File: config.mk
export PLATFORM = sky130hd
export DESIGN_NAME = vga_timing_gen
export DESIGN_NICKNAME = d
export VERILOG_FILES = /design/src/rtl/vga_timing_gen.sv
export SDC_FILE = /design/constraint.sdc
export NUM_CORES = 1
export LEC_CHECK = 0
export ABC_AREA = 1
export BUFFER_PORTS_ARGS = -buffer_cell sky130_fd_sc_hd__buf_4
export CAP_MARGIN = 20
export CORE_ASPECT_RATIO = 1.2
export CORE_MARGIN = 1.5
export CORE_UTILIZATION = 55
export DETAILED_ROUTE_END_ITERATION = 6
export HOLD_SLACK_MARGIN = 0.12
export PLACE_DENSITY = 0.82
export SLEW_MARGIN = 40
export SYNTH_ARGS = -nofsm -noshare
export SYNTH_HDL_FRONTEND = slang
export SYNTH_SLANG_ARGS = --single-unit
File: constraint.sdc
create_clock -name clk -period 3.8 [get_ports clk]
set_input_delay 0.76 -clock clk [delete_from_list [all_inputs] [get_ports clk]]
set_output_delay 0.76 -clock clk [all_outputs]
set_load 0.05 [all_outputs]
File: src/rtl/vga_timing_gen.sv
`default_nettype none
// ============================================================================
// Module      : vga_timing_gen
// Description : VGA raster timing generator. Divides clk by two into a
//               one-clk pixel strobe and, on each strobe, advances the
//               horizontal/vertical position counters and the sync, data
//               enable, vblank and start-of-frame/line outputs.
// Ports       : clk        - system clock (pixel rate is clk/2)
//               rst        - synchronous active-high reset
//               o_pix_stb  - one-clk pixel strobe
//               o_sx/o_sy  - current pixel position
//               o_hsync    - horizontal sync, active level SYNC_POL
//               o_vsync    - vertical sync, active level SYNC_POL
//               o_de       - high inside the visible area
//               o_vblank   - high on vertical blanking lines
//               o_frame    - strobe-wide pulse at position (0,0)
//               o_line     - strobe-wide pulse at sx = 0
// Revision    : 1.0 - initial release
// ============================================================================
module vga_timing_gen #(
  parameter int H_RES    = 640,
  parameter int H_FP     = 16,
  parameter int H_SYNC   = 96,
  parameter int H_BP     = 48,
  parameter int V_RES    = 480,
  parameter int V_FP     = 10,
  parameter int V_SYNC   = 2,
  parameter int V_BP     = 33,
  parameter int SYNC_POL = 0,
  parameter int CW       = 10
) (
  input  logic          clk,
  input  logic          rst,
  output logic          o_pix_stb,
  output logic [CW-1:0] o_sx,
  output logic [CW-1:0] o_sy,
  output logic          o_hsync,
  output logic          o_vsync,
  output logic          o_de,
  output logic          o_vblank,
  output logic          o_frame,
  output logic          o_line
);

  localparam int c_H_TOTAL = H_RES + H_FP + H_SYNC + H_BP;
  localparam int c_V_TOTAL = V_RES + V_FP + V_SYNC + V_BP;

  // All boundaries are below the totals, so they fit in CW bits whenever
  // the totals do.
  localparam logic [CW-1:0] c_H_LAST  = CW'(c_H_TOTAL - 1);
  localparam logic [CW-1:0] c_V_LAST  = CW'(c_V_TOTAL - 1);
  localparam logic [CW-1:0] c_H_RES   = CW'(H_RES);
  localparam logic [CW-1:0] c_V_RES   = CW'(V_RES);
  localparam logic [CW-1:0] c_HS_BEG  = CW'(H_RES + H_FP);
  localparam logic [CW-1:0] c_HS_END  = CW'(H_RES + H_FP + H_SYNC - 1);
  localparam logic [CW-1:0] c_VS_BEG  = CW'(V_RES + V_FP);
  localparam logic [CW-1:0] c_VS_END  = CW'(V_RES + V_FP + V_SYNC - 1);
  localparam logic          c_SYNC_ON  = (SYNC_POL != 0);
  localparam logic          c_SYNC_OFF = ~c_SYNC_ON;

  logic          r_phase;
  logic          r_pix_stb;
  logic [CW-1:0] r_sx;
  logic [CW-1:0] r_sy;
  logic          r_hsync;
  logic          r_vsync;
  logic          r_de;
  logic          r_vblank;
  logic          r_frame;
  logic          r_line;

  logic          w_h_wrap;
  logic [CW-1:0] w_sx_nx;
  logic [CW-1:0] w_sy_nx;
  logic          w_hs_act;
  logic          w_vs_act;

  // Next position; the increment is only taken below the last value, so it
  // never overflows CW bits.
  always_comb begin
    w_h_wrap = (r_sx == c_H_LAST);
    w_sx_nx  = w_h_wrap ? '0 : r_sx + CW'(1);
    w_sy_nx  = r_sy;
    if (w_h_wrap) begin
      w_sy_nx = (r_sy == c_V_LAST) ? '0 : r_sy + CW'(1);
    end
  end

  // Sync windows are decoded from the next position so the registered sync
  // lines never lag the registered counters.
  assign w_hs_act = (w_sx_nx >= c_HS_BEG) && (w_sx_nx <= c_HS_END);
  assign w_vs_act = (w_sy_nx >= c_VS_BEG) && (w_sy_nx <= c_VS_END);

  always_ff @(posedge clk) begin
    if (rst) begin
      // Counters park on the last position so the first strobe lands on (0,0).
      r_phase   <= 1'b0;
      r_pix_stb <= 1'b0;
      r_sx      <= c_H_LAST;
      r_sy      <= c_V_LAST;
      r_hsync   <= c_SYNC_OFF;
      r_vsync   <= c_SYNC_OFF;
      r_de      <= 1'b0;
      r_vblank  <= 1'b1;
      r_frame   <= 1'b0;
      r_line    <= 1'b0;
    end else begin
      r_phase   <= ~r_phase;
      r_pix_stb <= r_phase;
      // Frame/line pulses last exactly one clk: cleared on every edge
      // unless this edge advances the raster.
      r_frame   <= 1'b0;
      r_line    <= 1'b0;
      if (r_phase) begin
        r_sx     <= w_sx_nx;
        r_sy     <= w_sy_nx;
        r_hsync  <= w_hs_act ? c_SYNC_ON : c_SYNC_OFF;
        r_vsync  <= w_vs_act ? c_SYNC_ON : c_SYNC_OFF;
        r_de     <= (w_sx_nx < c_H_RES) && (w_sy_nx < c_V_RES);
        r_vblank <= (w_sy_nx >= c_V_RES);
        r_frame  <= (w_sx_nx == '0) && (w_sy_nx == '0);
        r_line   <= (w_sx_nx == '0);
      end
    end
  end

  assign o_pix_stb = r_pix_stb;
  assign o_sx      = r_sx;
  assign o_sy      = r_sy;
  assign o_hsync   = r_hsync;
  assign o_vsync   = r_vsync;
  assign o_de      = r_de;
  assign o_vblank  = r_vblank;
  assign o_frame   = r_frame;
  assign o_line    = r_line;

endmodule
`default_nettype wire

==> impl_metrics.toml, run 1 <==
[grt]
grt_util_met2_pct = 45.0
top_usage_layer = "met2"
use_met3_pct = 2.80
grt_pass1_vias = 1505
grt_first_pass_wirelength_microns = 6760
overflow = 0
grtUsageMet1_pct = 32.6
antenna_found_initial = 0
grtUsageTotal_pct = 26.2
grt_start_max_net_pins = 19

[cells_and_area]
syn_to_final_growth_pct = 14.7
final-seq-area_sq_um = 561
final_area_sq_mm = 0.00198
final_cell_mix = "nand2_1, nor2_1, inv_1"
layout_commonest_cell = "nand2_1"
antenna_cells = 0
fill_cells = 305
finalNetCount = 302
final_core_util_pct = 65.4
multi_input_area_sq_um = 991
drive_above_1_share_pct = 16.6
fin_cells = 331

[timing]
setup_viol = 0
fin_skew_ns = 0.00643
finalHoldViolations = 0
whs_ns = 0.471
fin_setup_tns_ns = 0
final_max_slew_viol_count = 0
fmax_ghz = 0.474
worstMarginPinSlew_ns = 0.512
rsz0062_at_grt = "false"
period_share_pct = 55.5
relSlewSlack_pct = 65.6
post-route-min-period_ns = 2.11

[floorplan]
core_area_sq_mm = 0.00303
start_util_pct = 57.0
ioPinCount = 29
die_area_sq_mm = 0.00349
row_count = 22
die_y_microns = 64.4
die_x_microns = 54.2

[clock_tree]
holdBufCountCts = 0
clkTransAtPathRegs_ns = 0.14
clock_sinks = 28
cts_buffers = 3
htreeDepth = 1
ctsResizeCount = 0
cts_setup_buffers = 0
clkLatencyLatePin_ns = 0.32
cts_tree = "yes"
clock_path_buffers = 2
clockRootBuffer = "clkbuf_4"

[route]
vias = 1743
drt_iter0_drc = 70
drc = 0
dr.pass1.iters = 4
routed_wl_microns = 4130
ant_nets = 0
routed_via_density = 5.27
wl_per_cell_microns = 12.5

[logic_synthesis]
ys_ff_latch = 28
synth_area_per_cell_sq_um = 6.42
synthDistinctLibCells = 30
syn_area_sq_mm = 0.00173
synth_nets = 275
syn_inst = 269
yosys-top-cells-area = "dfxtp_1, nand2_1, nor2_1"
yosysSeqAreaShare_pct = 32.5
synth_top_area_cell = "dfxtp_1"
synth_top_area_share_pct = 32.5
yosys_warnings = 0

[hold_path]
hp-class = "register to register"

[placed_design]
place_inst = 327
portBuffers = 28
dp_hpwl_microns = 3200
gp_congestion = 0.941
placed_cell_area_sq_mm = 0.00194

[worst_setup_path]
cp.required_ns = 4.03
critPathKind = "register to register"
cp_max_fo = 12
r2r_setup_slack_ns = 1.69
path_cells = "ha_1 > nand2_2 > nor2_8 > inv_4 > nor2_4 > nand3_1 > nand2_1 > nand2_1 > nor2_1 > nand2_1 > nor2_1 > nor2_1"
cp_slowest_cell = "dfxtp_1"
cp_data_arrival_time_ns = 2.34
worstSetupEndpointType = "register"
setup.worst_path.start_class = "register"
slowest_delay_ns = 0.47

[power_and_ir_drop]
powerDensity_mw_per_mm2 = 459
irDropWorstVdd_v = 0.000347
p_leak_nw = 0.969

[job]
cap_viol_max_count = 0

[run_status]
outcome = "finished clean"
kinds of logic after synthesis:
logic type,count (synthesis),share of synthesized area (%)
AO/OA/AOI/OAI,28,9.13
XOR/XNOR,3,1.52
adder cells (fa/ha/maj),4,2.90
buffers and inverters,41,10.1
flip-flops,28,32.5
AND/OR/NAND/NOR,165,43.8
cells in the mapped netlist:
cell and instances:
clkinv_1 1, nand3b_1 3, nand2_1 75, a21oi_1 7, nand3_4 1, nor2_2 3
buf_2 3, xnor2_1 1, o21ai_0 11, buf_6 2, and2_1 1, nand2_2 5
inv_1 31, nand4_1 4, inv_4 1, clkbuf_1 2, nor3_2 1, xor2_1 2
o22ai_1 6, nand3_2 2, inv_2 1, nor2_1 38, nor3_1 3, o211ai_1 1
a22oi_1 3, dfxtp_1 28, nor2_4 1, nand3_1 27, nor2_8 1, ha_1 4
metrics by stage:
stage	setup WS, ns	power [mW]
finish	1.69	0.909
floorplan	1.65	0.689
CTS	1.67	0.913
global placement	1.70	0.770
global route	1.46	0.970
detailed placement	1.62	0.770
critical path, delay by kind of cell (launching register included):
kind	cells	cell delay [ns]
DFF	1	0.47
and+or+nand+nor	10	1.27
adders and majority gates	1	0.23
buffers and inverters	1	0.06
report_power, final:
part / internal [mW] / switching (mW) / total [mW]
Sequential: 0.318 / 0.0314 / 0.349
Clock: 0.0586 / 0.0834 / 0.142
Combinational: 0.122 / 0.295 / 0.417
final timing paths:
| kind | start | endpoint | cells after the start |
|---|---|---|---|
| setup / recovery | o_sx[0] | o_vsync | 12 |
| hold / removal | o_de | o_de | 2 |
| setup reg to reg | o_sx[0] | o_vsync | 12 |
| hold reg to reg | o_de | o_de | 2 |
metal layers:
layer  part of all wire (%)  vias to the layer above  wire length (microns)
met5                      0                        -                      0
li1                       -                      918                      -
met1                     43                      770                   1780
met3                    4.5                        4                    184
met2                     51                       51                   2120
met4                    1.3                        0                     53
layout make-up:
class / count / area share, %
inverter: 34 / 6.57
tap: 36 / 2.27
clock buffer: 4 / 1.83
multi-input combinational: 200 / 50.0
timing repair buffer: 29 / 11.0
sequential: 28 / 28.3
state kept, by name, indices dropped and copies added (netlist names):
signal / count
o_de: 1
o_frame: 1
o_hsync: 1
o_line: 1
o_pix_stb: 1
o_sx: 10
o_sy: 10
o_vblank: 1
o_vsync: 1
r_phase: 1
No activity file was read; power rests on OpenSTA's default activity.
==> run 2, diff against run 1 <==
- ABC_AREA: 1 -> 0
- clock period: 3.8 -> 2 ns (I/O delays scaled with it)
==> impl_metrics.toml, run 2 <==
[grt]
grtUsageTotal_pct = 29.9
grt_first_pass_wirelength_microns = 7760
antenna_found_initial = 0
overflow = 0
grt_pass1_vias = 1759
grt_start_max_net_pins = 16

[cells_and_area]
final_area_sq_mm = 0.00241
syn_to_final_growth_pct = 35.5
fin_cells = 317
final_core_util_pct = 78.1
drive_above_1_share_pct = 44.1
final_cell_mix = "buf_4, nor2_1, nand2_1"
layout_commonest_cell = "buf_4"
finalNetCount = 288
antenna_cells = 0

[timing]
rsz0062_at_grt = "true"
period_share_pct = 105
finalHoldViolations = 0
final_max_slew_viol_count = 0
whs_ns = 0.297
relSlewSlack_pct = 80.5
fmax_ghz = 0.476
setup_viol = 2
post-route-min-period_ns = 2.10
fin_skew_ns = 0.00969
fin_ws_ns = -0.0998
worstMarginPinSlew_ns = 0.291

[logic_synthesis]
syn_inst = 218
synth_area_per_cell_sq_um = 8.15
yosysSeqAreaShare_pct = 31.5
syn_area_sq_mm = 0.00178
yosys_warnings = 0
synth_top_area_share_pct = 31.5
synth_edf_count = 0
synth_nets = 224
ys_ff_latch = 28
ys_top_cells_by_count = "dfxtp_1, nor2_1, nand2_1"
synth.most_common_cell = "dfxtp_1"
synth_top_area_cell = "dfxtp_1"
synth-main-ff-cell = "dfxtp_1"
synthDistinctLibCells = 56
async_reset_ff_share_pct = 0
yosys-top-cells-area = "dfxtp_1, xnor2_1, nor2_1"

[clock_tree]
cts_tree = "yes"
clkLatencyLatePin_ns = 0.35
clockRootBuffer = "clkbuf_4"
clock_path_buffers = 2
clock_sinks = 28
cts_buffers = 3
htreeDepth = 1
clkTransAtPathRegs_ns = 0.16

[worst_setup_path]
slowest_delay_ns = 0.48
setup.worst_path.start_class = "register"
cp_max_fo = 4
crit_buf_inv = 0
cp_slowest_cell = "or4b_4"
cp_data_arrival_time_ns = 2.35
cp_top_family = "simple AND/OR/NAND/NOR gates"
worstSetupEndpointType = "register"
critPathKind = "register to register"
path_cells = "ha_4 > and4_4 > nand4_4 > nor3_2 > o21a_1 > or4b_4 > o32a_1"
cp.required_ns = 2.25

[route]
ant_nets = 0
routed_via_density = 5.89
drc = 0
wl_per_cell_microns = 15.6
routed_wl_microns = 4950
drt_iter0_drc = 58
dr.pass1.iters = 4
vias = 1866

[job]
cap_viol_max_count = 0

[placed_design]
gp_congestion = 1.06
portBuffers = 28
placed_cell_area_sq_mm = 0.00231
dp_hpwl_microns = 3800
place_inst = 311

[run_status]
outcome = "finished, violations left"
violations = "negative setup slack"

[power_and_ir_drop]
p_sw_mw = 0.724
pwr-share-clk_pct = 16.2
irDropWorstVdd_v = 0.000522
total_power_mw = 1.79
internal_power_mw = 1.06
p_sw_share_pct = 40.5
power_frac_seq_pct = 35.6
p_comb_share_pct = 48.2
powerDensity_mw_per_mm2 = 743
p_leak_nw = 0.960

[floorplan]
die_area_sq_mm = 0.00358
ioPinCount = 29
start_util_pct = 57.6
die_x_microns = 54.9
row_count = 22
die_y_microns = 65.3
core_area_sq_mm = 0.00308

[hold_path]
hp-class = "primary input to register"
-- run 2: routing by layer --
layer | up-vias | GRT usage, % | part of all wire (%)
met5 | - | 0 | 0
met4 | 0 | 16.6 | 4.7
met3 | 23 | 2.95 | 3.7
met2 | 67 | 53.4 | 50
met1 | 875 | 32.5 | 42
li1 | 901 | - | -
-- run 2: repair_timing --
item	CTS	global route
setup endpoints to repair	3	5
buffers inserted	1	4
pin swaps	1	11
gates resized for setup	3	10
hold buffers	0	0
-- run 2: path summary, 6_finish.rpt --
path              depth (start not counted)  slack [ns]  endpoint  startpoint
setup / recovery                          7        -0.1   o_vsync     o_sx[1]
setup reg to reg                          7        -0.1   o_vsync     o_sx[1]
hold reg to reg                           1        0.51   o_frame     o_sy[7]
hold / removal                            2        0.30   o_sy[0]         rst
-- run 2: power groups by stage --
| stage | Sequential [mW] | Clock, mW | Combinational (mW) |
|---|---|---|---|
| floorplan | 0.779 | 0 | 0.462 |
| global placement | 0.646 | 0 | 0.804 |
| detailed placement | 0.647 | 0 | 0.815 |
| CTS | 0.635 | 0.293 | 0.823 |
| global route | 0.643 | 0.311 | 0.919 |
| finish | 0.636 | 0.290 | 0.863 |
-- run 2: cell type report --
cell class                      count  area, sq um
Tap cell                           36         45.0
Clock buffer                        4         36.3
Fill cell                         223          676
Multi-Input combinational cell    167         1130
Inverter                            7         31.3
Sequential cell                    28          604
Timing Repair Buffer               75          563
-- run 2: kinds of logic after synthesis --
logic type,count (synthesis),synth area share [%]
muxes,2,1.13
AOI/OAI and AO/OA,50,18.6
adders and majority gates,4,2.82
DFF,28,31.5
buffers and inverters,23,8.80
and+or+nand+nor,97,30.2
xor gates and xnor gates,14,6.90
-- run 2: stage by stage --
| stage | worst slack (ns) | TNS, ns |
|---|---|---|
| after floorplan | -0.229 | -0.371 |
| after global placement | -0.0813 | -0.130 |
| after detailed placement | -0.0801 | -0.158 |
| after CTS | -0.0983 | -0.158 |
| after global routing | -0.158 | -0.311 |
| final | -0.0998 | -0.152 |
-- run 2: worst reg2reg max path, cell delays in order, from the launching register on --
cell and delay [ns]:
dfxtp_4 0.39, ha_4 0.12, and4_4 0.24, nand4_4 0.11, nor3_2 0.17, o21a_1 0.14
or4b_4 0.48, o32a_1 0.35
==> run 3, diff against run 2 <==
- CAP_MARGIN: 20 -> 40
- CELL_PAD_IN_SITES_DETAIL_PLACEMENT: unset -> 1
- CELL_PAD_IN_SITES_GLOBAL_PLACEMENT: unset -> 2
- CORE_UTILIZATION: 55 -> 33
- PLACE_DENSITY: 0.82 -> 0.83
- SETUP_SLACK_MARGIN: unset -> 0.05
==> impl_metrics.toml, run 3 (synthesized netlist as in run 2, its figures left out) <==
[floorplan]
die_y_microns = 83.4
core_area_sq_mm = 0.00523
row_count = 29
start_util_pct = 34.0
die_area_sq_mm = 0.00583
ioPinCount = 29
die_x_microns = 70.0

[worst_setup_path]
cp_data_arrival_time_ns = 2.34
r2r-end = "o_vsync"
worstSetupEndpointType = "register"
r2r_setup_slack_ns = -0.15
setup.worst_path.start_class = "register"
r2r_cells = 7
critPathKind = "register to register"
cp.required_ns = 2.19
reg2reg_from = "o_sx[1]"
cp_max_fo = 4

[cells_and_area]
finalNetCount = 301
final_cell_mix = "buf_4, nor2_1, nand2_1"
layout_commonest_cell = "buf_4"
antenna_cells = 0
fill_cells = 646
drive_above_1_share_pct = 48.6
final-seq-area_sq_um = 604
final_core_util_pct = 49.8
syn_to_final_growth_pct = 46.5
multi_input_area_sq_mm = 0.00117

[job]
cap_viol_max_count = 0

[route]
drt_iter0_drc = 58
routed_via_density = 5.35
vias = 1903
dr.pass1.iters = 4
routed_wl_microns = 6070
ant_nets = 0
drc = 0
wl_per_cell_microns = 17.0

[placed_design]
dp_hpwl_microns = 4610
gp_congestion = 0.900
portBuffers = 28

[run_status]
violations = "negative setup slack"
outcome = "finished, violations left"

[timing]
rsz0062_at_grt = "true"
fin_ws_ns = -0.148
setup_viol = 4
final_max_slew_viol_count = 0
fin_skew_ns = 0.00720
period_share_pct = 107
fmax_ghz = 0.466
relSlewSlack_pct = 79.8
post-route-min-period_ns = 2.15
finalHoldViolations = 0
worstMarginPinSlew_ns = 0.303

[grt]
grt_pass1_vias = 1964
antenna_found_initial = 0
grt_start_max_net_pins = 18
grt_first_pass_wirelength_microns = 9710
overflow = 0
grtUsageTotal_pct = 20.8

[hold_path]
hp-class = "register to register"
min_to = "o_hsync"
holdCritStartpoint = "o_hsync"
whs_path_depth = 2

[clock_tree]
clkTransAtPathRegs_ns = 0.11
clockRootBuffer = "clkbuf_8"
cts_buffers = 3
cts_tree = "yes"
htreeDepth = 1
clock_path_buffers = 2
clock_sinks = 28
clkLatencyLatePin_ns = 0.29

[power_and_ir_drop]
p_leak_nw = 1.05
power_frac_seq_pct = 32.0
total_power_mw = 1.99
irDropWorstVdd_v = 0.000287
p_sw_share_pct = 40.0
pwr-share-clk_pct = 19.0
p_sw_mw = 0.796
p_comb_share_pct = 49.1
powerDensity_mw_per_mm2 = 765
internal_power_mw = 1.19
[run 3: cell types whose count changed in the layout (fill, tap and decap cells not counted), moves of 2 or more]
cell,delta
buf_4,+12
nor3_1,-2
clkbuf_8,+3
a21oi_1,-2
a21oi_2,+2
clkbuf_4,-3
[run 3: per-stage QoR]
stage	setup slack [ns]	setup TNS [ns]	hold slack [ns]	instance area (sq um)	cells
final	-0.148	-0.322	0.500	2600	356
after floorplan	-0.229	-0.371	0.527	1870	218
after detailed placement	-0.170	-0.307	0.472	2410	345
after global placement	-0.113	-0.115	0.472	2410	345
after CTS	-0.156	-0.281	0.488	2500	352
after global routing	-0.228	-0.789	0.508	2600	356
[run 3: layout make-up]
cell class,instances,share of cell area [%]
Multi-Input combinational cell,167,45.0
Sequential cell,28,23.2
Clock buffer,4,2.12
Inverter,7,1.20
Timing Repair Buffer,88,25.5
Tap cell,62,2.98
[run 3: worst max path at each step]
stage | start | slack, ns | end | cells past startpoint
3_5_place_dp | o_sy[0] | -0.17 | o_vsync | 9
5_1_grt | o_sx[1] | -0.23 | o_vsync | 7
2_1_floorplan | o_sy[1] | -0.23 | o_vsync | 9
6_report | o_sx[1] | -0.15 | o_vsync | 7
3_3_place_gp | o_sy[0] | -0.11 | o_vsync | 9
4_1_cts | o_sx[1] | -0.16 | o_vsync | 7
[run 3: timing repair]
action / in CTS / in global routing
pin swaps: 3 / 12
gates resized for setup: 6 / 17
buffers inserted: 3 / 6
hold buffers: 0 / 0
setup endpoints to repair: 7 / 9
[run 3: routing by layer]
layer	GRT usage [%]	vias to the layer above	wire [microns]
li1	-	919	-
met1	22.0	930	2350
met2	40.0	37	3360
met3	3.16	17	182
met4	8.74	0	169
met5	0	-	0
[run 3: critical path: stages (launching register included)]
cell and delay (ns):
dfxtp_4 0.37, ha_4 0.13, and4_4 0.25, nand4_4 0.13, nor3_2 0.20, o21a_1 0.14, or4b_4 0.48, o32a_1 0.35
[run 3: power by group through the flow]
stage                     Clock [mW]  Combinational (mW)  Sequential (mW)
after global routing           0.403                1.04            0.641
after CTS                      0.382               0.907            0.635
final                          0.378               0.976            0.636
after global placement             0               0.850            0.646
after detailed placement           0               0.870            0.648
after floorplan                    0               0.462            0.779
